### src/rtl/gpio_irq_ctrl.sv
// GPIO interrupt source: synchronises pins, latches edge/level events into a pending
// register and drives one registered interrupt line, configured over a Wishbone slave.
module gpio_irq_ctrl #(
  parameter int N_PINS = 8,
  parameter int AW     = 32,
  parameter int DW     = 32
) (
  input  logic              clk,
  input  logic              rst,
  input  logic [N_PINS-1:0] gpio_pin_i,
  input  logic              wbs_cyc_i,
  input  logic              wbs_stb_i,
  input  logic [AW-1:0]     wbs_addr_i,
  input  logic [DW-1:0]     wbs_wdata_i,
  input  logic [3:0]        wbs_sel_i,
  input  logic              wbs_we_i,
  output logic [DW-1:0]     wbs_rdata_o,
  output logic              wbs_ack_o,
  output logic              gpio_plic_irq_o
);

  logic [N_PINS-1:0] s1_q, s2_q, s3_q;
  logic [N_PINS-1:0] irqEn_q, irqEn_d;
  logic [N_PINS-1:0] irqType_q, irqType_d;
  logic [N_PINS-1:0] irqPol_q, irqPol_d;
  logic [N_PINS-1:0] pend_q, pend_d;
  logic [DW-1:0]     rdata_q, rdata_d;
  logic              ack_q, ack_d;
  logic              irq_q, irq_d;

  logic [2:0]        regSel;
  logic              req, wr;
  logic [N_PINS-1:0] wrMask, wdataN, riseEvt, fallEvt, levelEvt, setPend, clrPend;
  logic              unused_bits;

  assign unused_bits = ^{wbs_addr_i[AW-1:5], wbs_addr_i[1:0], wbs_wdata_i, wbs_sel_i};

  // Each pin bit follows the byte enable of the byte lane it lives in.
  for (genvar g = 0; g < N_PINS; g++) begin : g_mask
    assign wrMask[g] = wbs_sel_i[g/8];
  end

  assign regSel   = wbs_addr_i[4:2];
  assign req      = wbs_cyc_i & wbs_stb_i & ~ack_q;
  assign wr       = req & wbs_we_i;
  assign wdataN   = wbs_wdata_i[N_PINS-1:0];
  assign riseEvt  = s2_q & ~s3_q;
  assign fallEvt  = ~s2_q & s3_q;
  assign levelEvt = ~(s2_q ^ irqPol_q);
  assign setPend  = (irqType_q & ((irqPol_q & riseEvt) | (~irqPol_q & fallEvt)))
                  | (~irqType_q & levelEvt);

  always_comb begin
    irqEn_d   = irqEn_q;
    irqType_d = irqType_q;
    irqPol_d  = irqPol_q;
    clrPend   = '0;
    rdata_d   = rdata_q;
    ack_d     = req;
    irq_d     = |(pend_q & irqEn_q);
    if (wr) begin
      case (regSel)
        3'd1: irqEn_d   = (irqEn_q & ~wrMask) | (wdataN & wrMask);
        3'd2: irqType_d = (irqType_q & ~wrMask) | (wdataN & wrMask);
        3'd3: irqPol_d  = (irqPol_q & ~wrMask) | (wdataN & wrMask);
        3'd4: clrPend   = wdataN & wrMask;
        default: ;
      endcase
    end
    // Set beats a same-cycle clear, so a level that persists can never be cleared.
    pend_d = (pend_q & ~clrPend) | setPend;
    if (req) begin
      case (regSel)
        3'd0:    rdata_d = DW'(s2_q);
        3'd1:    rdata_d = DW'(irqEn_q);
        3'd2:    rdata_d = DW'(irqType_q);
        3'd3:    rdata_d = DW'(irqPol_q);
        3'd4:    rdata_d = DW'(pend_q);
        3'd5:    rdata_d = DW'(pend_q & irqEn_q);
        default: rdata_d = '0;
      endcase
    end
  end

  always_ff @(posedge clk) begin
    if (rst) begin
      s1_q      <= '0;
      s2_q      <= '0;
      s3_q      <= '0;
      irqEn_q   <= '0;
      irqType_q <= '0;
      irqPol_q  <= '0;
      pend_q    <= '0;
      rdata_q   <= '0;
      ack_q     <= 1'b0;
      irq_q     <= 1'b0;
    end else begin
      s1_q      <= gpio_pin_i;
      s2_q      <= s1_q;
      s3_q      <= s2_q;
      irqEn_q   <= irqEn_d;
      irqType_q <= irqType_d;
      irqPol_q  <= irqPol_d;
      pend_q    <= pend_d;
      rdata_q   <= rdata_d;
      ack_q     <= ack_d;
      irq_q     <= irq_d;
    end
  end

  assign wbs_rdata_o     = rdata_q;
  assign wbs_ack_o       = wbs_cyc_i & ack_q;
  assign gpio_plic_irq_o = irq_q;

endmodule

### config.mk
export PLATFORM = sky130hd
export DESIGN_NAME = gpio_irq_ctrl
export DESIGN_NICKNAME = d
export VERILOG_FILES = /design/src/rtl/gpio_irq_ctrl.sv
export SDC_FILE = /design/constraint.sdc
export NUM_CORES = 1
export LEC_CHECK = 0
export CAP_MARGIN = 20
export CORE_UTILIZATION = 49
export CTS_BUF_LIST = sky130_fd_sc_hd__clkbuf_4 sky130_fd_sc_hd__clkbuf_8
export DETAILED_ROUTE_END_ITERATION = 10
export GPL_ROUTABILITY_DRIVEN = 0
export GPL_TIMING_DRIVEN = 1
export PLACE_DENSITY = 0.84
export SLEW_MARGIN = 25
export SYNTH_ARGS = -nofsm -noshare
export SYNTH_HDL_FRONTEND = slang
export SYNTH_SLANG_ARGS = --single-unit
### constraint.sdc
create_clock -name clk -period 2.4 [get_ports clk]
set_input_delay 0.24 -clock clk [delete_from_list [all_inputs] [get_ports clk]]
set_output_delay 0.24 -clock clk [all_outputs]
set_load 0.005 [all_outputs]
## Word-level counts from Yosys, hierarchy flattened

Index checks and enable logic that the tools add are counted.

| cells by class | value |
|---|---|
| bitwise operators | 32 |
| multiplexer cells | 3 |
| eq/ne operators | 5 |
| reductions and logical operators | 5 |

Operators by type and width:

| operator | count |
|---|---|
| 8-bit AND | 13 |
| 8-bit inverter | 7 |
| 8-bit OR | 6 |
| 8-bit case mux with 6 select lines | 1 |
| 8-bit two-way mux | 2 |
| 8-bit OR reduction | 1 |
| 8-bit XOR | 1 |
| 3-bit by 2-bit == test with 1-bit output (second input constant) | 2 |
| 3-bit == test (second input constant) | 2 |
| 2-bit AND reduction | 3 |
| 1-bit AND | 4 |
| 3-bit by 1-bit == test with 1-bit output (second input constant) | 1 |
| 3-bit logical NOT | 1 |
| 1-bit inverter | 1 |

| storage, ports and cells | value |
|---|---|
| input bits | 81 |
| flip-flop bits (word level) | 90 |
| output and inout bits | 34 |

## Depth between registers and ports, before layout

Gate-level depths: netlist of run 1.

| logic depth | value |
|---|---|
| word-level depth | 7 |
| gate-level depth with buffers | 6 |
| gate-level depth less buffers | 4 |

## Least setup slack after synthesis of run 1

Ideal clock, no wire load.

| timing | value |
|---|---|
| path kind | reg-to-reg |
| start point | register ack_q |
| end point | register (tool-made name) |
| arrival time | 1,133 ps |
| library setup time | 128 ps |
| cell stages (with the launch flop) | 6 |
| setup slack | 1,139 ps |
| required time | 2,272 ps |
| cell sequence | dfxtp_1 -> and4b_1 -> buf_6 -> nand4_4 -> mux2i_1 -> nor2_1 |

RTL lines:

| what | line | source |
|---|---|---|
| from (decl) | 28 | `logic ack_q, ack_d;` |
| from (signal assigned) | 106 | `ack_q <= ack_d;` |

## Final worst setup path of run 1

| timing | value |
|---|---|
| start point | input port wbs_addr_i[2] |
| end point | register rdata_q[7] (netlist: wbs_rdata_o[7]) |

| between the ends | value |
|---|---|
| word-level cells in the longest chain between the ends | 2 |
| elaborated cells between the ends (all ways) | 7 |
| those cells by class | eq/ne: 5; mux: 1; reduce/logical: 1 |

RTL lines:

| what | line | source |
|---|---|---|
| from (decl) | 13 | `input logic [AW-1:0] wbs_addr_i,` |
| 3-bit == test, or another cell as far along | 73 | `case (regSel)` |
| 8-bit case mux with 6 select lines (*) | 73 |  |
| to (signal assigned) | 105 | `rdata_q <= rdata_d;` |
| to (decl) | 27 | `logic [DW-1:0] rdata_q, rdata_d;` |

Every way passes the cells marked *; elsewhere a longest branch is shown, timed or not.
A chain may end at the register's enable or synchronous reset.

==> results by group, run 1 <==
Detailed routing
  – Number of design rule violations left after detail routing: 0
  – 1st-pass router iterations: 4
  – Violation count after the first detailed-route iteration: 122
  – Wirelength, routed: 6480 um
  – WL/cell: 14.7 um
  – Total vias in the final route: 2406
  – Final ANT Viol Nets: 0
  – Via-per-instance ratio: 5.46

Cells and area
  – Synthesis-to-layout area growth: 18.4%
  – Fraction of final layout cells sized beyond drive strength 1: 12.0%
  – Final-layout fill cell count: 507
  – Area of combinational cells with multiple inputs: 1510 um^2
  – Final cell area excluding filler cells: 3650 um^2
  – Final Non-Filler Cells: 441
  – # nets final: 442
  – Area occupied by registers: 1320 um^2
  – Most common cell after layout, fill and taps aside: sky130_fd_sc_hd__dfxtp_1
  – Commonest non-fill, non-tap cells in the layout: sky130_fd_sc_hd__dfxtp_1, sky130_fd_sc_hd__nor2b_1, sky130_fd_sc_hd__clkdlybuf4s50_1
  – Inserted Diodes: 0

Critical path
  – Critical R2R Launch: ack_q
  – Data required time at the worst endpoint: 2650 ps
  – Capturing element type of the critical path: flip-flop
  – Category of the worst setup path launch point: input pin
  – Data arrival, critical path: 1970 ps
  – Top Family by Delay on Critical Path: buffers and inverters
  – Startpoint of the worst setup timing path: wbs_addr_i[2]
  – Delay of the slowest cell on the worst path: 750 ps
  – Slowest cell on the critical path: sky130_fd_sc_hd__clkdlybuf4s50_1
  – Critical path start-end classification: in -> reg
  – Sum of buffers and inverters on the critical path: 2
  – Peak fanout along the critical path: 14
  – Worst-path cell chain: clkdlybuf4s50_1 -> buf_4 -> o21bai_4 -> a221oi_2 -> a21oi_1 -> a211oi_1

Synthesis
  – Count of cell types in the netlist: 43
  – Cell Area, Synth: 3080 um^2
  – Number of cells produced by synthesis: 321
  – Average cell area after synthesis: 9.61 um^2
  – Synth Warn #: 0
  – Sequential-to-total area share from yosys stat: 42.8%
  – Flip-flop and latch count after synthesis: 66

CTS
  – Clock Tree Buf Depth: 2
  – Number of buffers added to fix hold violations after cts: 0
  – Clk Latency, worst-skew pair: 350 ps
  – Clock transition time at the flip-flop clock pins of the worst setup and hold paths: 70 ps
  – CTS tree: yes
  – Maximum level of the CTS H-tree: 3
  – Buffers inserted by post-CTS timing repair: 0
  – Number of clock sinks: 66
  – Number of gates given a new drive strength after cts: 0
  – Clock tree root driver cell: sky130_fd_sc_hd__clkbuf_8
  – Number of buffers created by CTS: 9

Pwr
  – Fraction of power consumed by the clock network: 45.3%
  – Power share of the sequential group: 46.1%
  – Relative contribution of combinational cells to total power: 8.7%
  – Power dissipated by switching net loads: 543 uW
  – VDD IR max: 0.606 mV
  – Static Leakage: 0.00159 uW
  – Power Dens Cells: 679 nW/um^2
  – Net switching fraction of the power: 21.9%
  – Internal power: 1940 uW

Place
  – Cell count after placement: 425
  – Post-placement cell area: 3410 um^2
  – Post-DP HPWL: 4570 um
  – Number of I/O port buffers: 34

GRT
  – Overflow left after global routing: 0
  – Antenna violations before repair: 0
  – Pin count of the biggest net entering global routing: 30
  – Number of global-route vias before repair: 2183
  – Global router's overall resource usage: 21.5%
  – First-pass GRT wire length: 10400 um

Timing
  – Slew at the pin closest to its max-slew limit: 537 ps
  – Setup Viol. Count Final: 0
  – Final period utilization: 71.7%
  – Worst hold-check slack: 355 ps
  – Post-route setup TNS: 0 ps
  – Worst max-slew margin expressed relative to the limit: 64.2%
  – Unrepaired setup endpoints after global routing: false
  – Tmin final: 1720 ps
  – Achievable frequency: 581 MHz
  – Worst Clk Skew: 9.87 ps
  – Fin. Hold Viols: 0
  – Slew Limit Fails: 0

Floorplan
  – Floorplan die width: 81.3 um
  – Boundary pin count: 115
  – Core area: 5990 um^2
  – Die footprint: 6620 um^2
  – Cell row count: 28
  – Vertical extent of the die: 81.3 um
  – Initial Util: 51.5%

Min path
  – Type of the tightest min-delay check: in -> reg
  – Start point of the worst hold path: rst

Status
  – Outcome: completed

Run
  – Number of maximum-capacitance violations: 0
[metrics by stage]
step           setup slack, ps  total power [uW]  util (%)
6_report                   679              2480      60.9
5_1_grt                    611              2580      60.9
4_1_cts                    691              2490      60.9
3_5_place_dp               383              1380      56.9
3_3_place_gp               415              1370      56.9
2_1_floorplan             1140              1320         -
[final timing paths]
| check | end | slack (ps) | cells after the start |
|---|---|---|---|
| hold / removal | flip-flop | 360 | 2 |
| setup / recovery | wbs_rdata_o[7] | 680 | 6 |
| hold reg to reg | s2_q[0] | 440 | 1 |
| setup reg to reg | flip-flop | 840 | 4 |
[final cells by class]
type,instances,area share [%]
clock buffer,11,3.80
clock inverter,5,2.81
inverter,10,1.03
multi-input combinational,227,41.4
sequential,66,36.2
tap,75,2.57
timing repair buffer,47,12.2
[logic make-up after synthesis]
family	Yosys count	synth area share (%)
AND/OR/NAND/NOR	110	21.1
flip-flops	66	42.8
buffers and inverters	51	11.0
other	1	0.122
multiplexers	30	9.86
AO/OA/AOI/OAI	63	15.2
[synth_stat cells]
cell type,number,area (um^2)
sky130_fd_sc_hd__dfxtp_1,66,1320
sky130_fd_sc_hd__nor2b_1,34,213
sky130_fd_sc_hd__mux2i_1,27,270
sky130_fd_sc_hd__nor2_1,27,101
sky130_fd_sc_hd__buf_4,24,180
sky130_fd_sc_hd__a21oi_1,19,95.1
sky130_fd_sc_hd__nand2_1,13,48.8
sky130_fd_sc_hd__a31oi_1,11,68.8
sky130_fd_sc_hd__inv_1,10,37.5
sky130_fd_sc_hd__nor3_1,9,45.0
sky130_fd_sc_hd__buf_6,7,78.8
sky130_fd_sc_hd__clkbuf_1,7,26.3
sky130_fd_sc_hd__a41o_1,5,50.1
sky130_fd_sc_hd__nand3b_1,5,37.5
sky130_fd_sc_hd__nor3b_1,5,37.5
sky130_fd_sc_hd__a22oi_1,4,30.0
sky130_fd_sc_hd__a211oi_1,3,22.5
sky130_fd_sc_hd__a221oi_2,3,45.0
sky130_fd_sc_hd__a2bb2oi_1,3,26.3
sky130_fd_sc_hd__buf_2,3,15.0
sky130_fd_sc_hd__mux2_2,3,33.8
sky130_fd_sc_hd__nand2b_1,3,18.8
sky130_fd_sc_hd__nand4_1,3,18.8
sky130_fd_sc_hd__o21ai_1,3,15.0
sky130_fd_sc_hd__a32oi_1,2,17.5
sky130_fd_sc_hd__and2_1,2,12.5
sky130_fd_sc_hd__nand3_1,2,10.0
sky130_fd_sc_hd__nor3b_4,2,37.5
sky130_fd_sc_hd__o21a_1,2,15.0
sky130_fd_sc_hd__a2111oi_2,1,15.0
sky130_fd_sc_hd__a211oi_2,1,12.5
sky130_fd_sc_hd__a221oi_1,1,8.76
sky130_fd_sc_hd__a41oi_1,1,8.76
sky130_fd_sc_hd__and2b_1,1,7.51
sky130_fd_sc_hd__and4b_1,1,10.0
sky130_fd_sc_hd__conb_1,1,3.75
sky130_fd_sc_hd__nand3_4,1,17.5
sky130_fd_sc_hd__nand4_2,1,12.5
sky130_fd_sc_hd__nand4_4,1,21.3
sky130_fd_sc_hd__o21ai_0,1,5.00
sky130_fd_sc_hd__o21bai_1,1,7.51
sky130_fd_sc_hd__o21bai_4,1,18.8
sky130_fd_sc_hd__o22ai_1,1,6.26
[layer usage]
metal	vias to the layer above	wire length, um	track usage [%]	share of wire (%)
met2	79	3170	35.6	49
met5	-	0	0	0
met1	1138	2770	25.2	43
met3	17	411	7.42	6.3
li1	1172	-	-	-
met4	0	129	8.39	2.0
[worst reg2reg max path, cell delays in order (launching register included)]
cell	delay, ps
sky130_fd_sc_hd__dfxtp_1	310
sky130_fd_sc_hd__and4b_1	340
sky130_fd_sc_hd__nand4_2	430
sky130_fd_sc_hd__mux2i_1	300
sky130_fd_sc_hd__nor2_1	60
[power by group through the flow]
stage | combinational (uW) | sequential [uW] | clock (uW)
floorplan | 161 | 1160 | 0
finish | 215 | 1140 | 1120
detailed placement | 212 | 1170 | 0
global placement | 209 | 1170 | 0
global route | 235 | 1150 | 1200
CTS | 214 | 1140 | 1140
(Power assumes the default switching activity.)
==> run 2: changes to the inputs <==
--- a/config.mk
+++ b/config.mk
@@ -6,12 +6,12 @@
 export NUM_CORES = 1
 export LEC_CHECK = 0
 export CAP_MARGIN = 20
-export CORE_UTILIZATION = 49
+export CORE_UTILIZATION = 41
 export CTS_BUF_LIST = sky130_fd_sc_hd__clkbuf_4 sky130_fd_sc_hd__clkbuf_8
 export DETAILED_ROUTE_END_ITERATION = 10
 export GPL_ROUTABILITY_DRIVEN = 0
 export GPL_TIMING_DRIVEN = 1
-export PLACE_DENSITY = 0.84
+export PLACE_DENSITY = 0.75
 export SLEW_MARGIN = 25
 export SYNTH_ARGS = -nofsm -noshare
 export SYNTH_HDL_FRONTEND = slang
==> constraint.sdc (replaced) <==
create_clock -name clk -period 1.4 [get_ports clk]
set_input_delay 0.14 -clock clk [delete_from_list [all_inputs] [get_ports clk]]
set_output_delay 0.14 -clock clk [all_outputs]
set_load 0.005 [all_outputs]
==> results by group, run 2 (synthesis results as in run 1) <==
Status
  – Outcome: completed

Pwr
  – Power Dens Cells: 991 nW/um^2 (+46%)
  – VDD IR max: 0.414 mV (-32%)
  – Net switching fraction of the power: 25.2% (+3.3 points)
  – Static Leakage: 0.00173 uW (+8.9%)
  – Power dissipated by switching net loads: 968 uW (+78%)
  – Relative contribution of combinational cells to total power: 11.2% (+2.5 points)
  – Power share of the sequential group: 51.0% (+4.9 points)
  – Fraction of power consumed by the clock network: 37.8% (-7.5 points)
  – Internal power: 2870 uW (+48%)

Detailed routing
  – Number of design rule violations left after detail routing: 0 (unchanged)
  – Violation count after the first detailed-route iteration: 119 (-2.5%)
  – Final ANT Viol Nets: 0 (unchanged)
  – Via-per-instance ratio: 5.05 (-7.4%)
  – WL/cell: 13.8 um (-5.9%)
  – Wirelength, routed: 6850 um (+5.6%)
  – 1st-pass router iterations: 4 (unchanged)
  – Total vias in the final route: 2501 (+3.9%)

Floorplan
  – Cell row count: 31 (+11%)
  – Die footprint: 7870 um^2 (+19%)
  – Boundary pin count: 115 (unchanged)
  – Vertical extent of the die: 88.7 um (+9.1%)
  – Floorplan die width: 88.7 um (+9.1%)
  – Initial Util: 42.5% (-9.0 points)
  – Core area: 7250 um^2 (+21%)

Critical path
  – Slack of the worst reg-to-reg path: 20 ps (-820 ps)
  – Slowest cell on the critical path: sky130_fd_sc_hd__and4b_2
  – Peak fanout along the critical path: 8 (-6)
  – Critical path start-end classification: reg -> reg
  – Capturing element type of the critical path: flip-flop
  – Data arrival, critical path: 1610 ps (-360 ps)
  – Delay of the slowest cell on the worst path: 350 ps (-400 ps)
  – Category of the worst setup path launch point: flip-flop
  – Sum of buffers and inverters on the critical path: 1 (-1)
  – Data required time at the worst endpoint: 1630 ps (-1020 ps)
  – Top Family by Delay on Critical Path: simple AND/OR/NAND/NOR gates
  – Worst-path cell chain: and4b_2 -> buf_6 -> nand3_4 -> mux2i_1 -> nor2_1

GRT
  – Overflow left after global routing: 0 (unchanged)
  – First-pass GRT wire length: 11200 um (+7.7%)
  – Number of global-route vias before repair: 2390 (+9.5%)
  – Antenna violations before repair: 0 (unchanged)
  – Pin count of the biggest net entering global routing: 22 (-27%)
  – Global router's overall resource usage: 19.4% (-2.0 points)

Timing
  – Fin. Hold Viols: 0 (unchanged)
  – Unrepaired setup endpoints after global routing: true
  – Worst Clk Skew: 13.2 ps (+3.34 ps)
  – Tmin final: 1380 ps
  – Slew Limit Fails: 0 (unchanged)
  – Final period utilization: 98.9%
  – Setup Viol. Count Final: 0 (unchanged)
  – Achievable frequency: 722 MHz

Cells and area
  – Inserted Diodes: 0 (unchanged)
  – Synthesis-to-layout area growth: 25.6%
  – Fraction of final layout cells sized beyond drive strength 1: 20.7% (+8.7 points)
  – Commonest non-fill, non-tap cells in the layout: sky130_fd_sc_hd__dfxtp_1, sky130_fd_sc_hd__buf_4, sky130_fd_sc_hd__nor2b_1
  – Most common cell after layout, fill and taps aside: sky130_fd_sc_hd__dfxtp_1
  – # nets final: 473 (+7.0%)
  – Final-layout fill cell count: 663 (+31%)
  – End-of-flow core utilization: 53.4% (-7.5 points)
  – Final cell area excluding filler cells: 3870 um^2 (+6.1%)

Run
  – Number of maximum-capacitance violations: 0 (unchanged)

CTS
  – Clk Latency, worst-skew pair: 350 ps (about the same)
  – Clock tree root driver cell: sky130_fd_sc_hd__clkbuf_8
  – Number of buffers added to fix hold violations after cts: 0 (unchanged)
  – CTS tree: yes
  – Clock Tree Buf Depth: 2 (unchanged)
  – Number of buffers created by CTS: 9 (unchanged)
  – Number of clock sinks: 66 (unchanged)
  – Maximum level of the CTS H-tree: 3 (unchanged)
  – Clock transition time at the flip-flop clock pins of the worst setup and hold paths: 70 ps (about the same)

Place
  – Post-placement cell area: 3660 um^2 (+7.3%)
  – Number of I/O port buffers: 34 (unchanged)
  – Post-DP HPWL: 5060 um (+11%)

Min path
  – Type of the tightest min-delay check: in -> reg
-- run 2: worst paths after layout --
check	startpoint	endpoint	depth (start not counted)
worst min-delay path	rst	flip-flop	2
worst max register to register	ack_q	flip-flop	5
worst min register to register	s1_q[2]	s2_q[2]	1
worst max-delay path	ack_q	flip-flop	5
-- run 2: power groups by stage --
stage / logic (uW) / registers [uW] / clock network (uW)
CTS: 422 / 1960 / 1490
global route: 471 / 1960 / 1570
global placement: 413 / 2000 / 0
finish: 430 / 1960 / 1450
floorplan: 276 / 1990 / 0
detailed placement: 421 / 2000 / 0
-- run 2: per-stage QoR --
stage / power, uW / instances / setup TNS, ps / setup slack [ps] / hold slack [ps]
after CTS: 3870 / 494 / 0 / 2.49 / 192
after global placement: 2410 / 478 / -11720 / -318 / 418
after global routing: 4000 / 495 / -475 / -64.0 / 237
final: 3840 / 495 / 0 / 15.3 / 219
after floorplan: 2270 / 344 / 0 / 139 / 268
after detailed placement: 2420 / 478 / -12500 / -389 / 423
-- run 2: layer usage --
layer	wire, um	GRT usage (%)	vias up
met2	3300	32.9	77
li1	-	-	1227
met5	0	0	-
met4	153	8.94	0
met3	345	6.16	11
met1	3050	22.4	1186
-- run 2: cell type report --
cell class | count | area (um^2) | area share [%]
multi-input cells | 227 | 1520 | 39.3
flip-flops and latches | 66 | 1330 | 34.2
repair buffers | 78 | 684 | 17.7
clock buffers | 11 | 151 | 3.91
well taps | 99 | 124 | 3.20
inverters | 10 | 37.5 | 0.969
clock inverters | 4 | 27.5 | 0.710
-- run 2: timing repair --
action                                  CTS  global route
gates cloned                              0             0
setup buffers                             1             1
resized for setup                         6             8
pin swaps                                 1             1
endpoints found under the setup margin   19            18
==> run 3: changes to the inputs <==
--- a/config.mk
+++ b/config.mk
@@ -12,7 +12,6 @@
 export GPL_ROUTABILITY_DRIVEN = 0
 export GPL_TIMING_DRIVEN = 1
 export PLACE_DENSITY = 0.75
-export SLEW_MARGIN = 25
 export SYNTH_ARGS = -nofsm -noshare
 export SYNTH_HDL_FRONTEND = slang
 export SYNTH_SLANG_ARGS = --single-unit
==> results of run 3 <==
The final DEF is identical to that of run 2; final timing and power are the same.
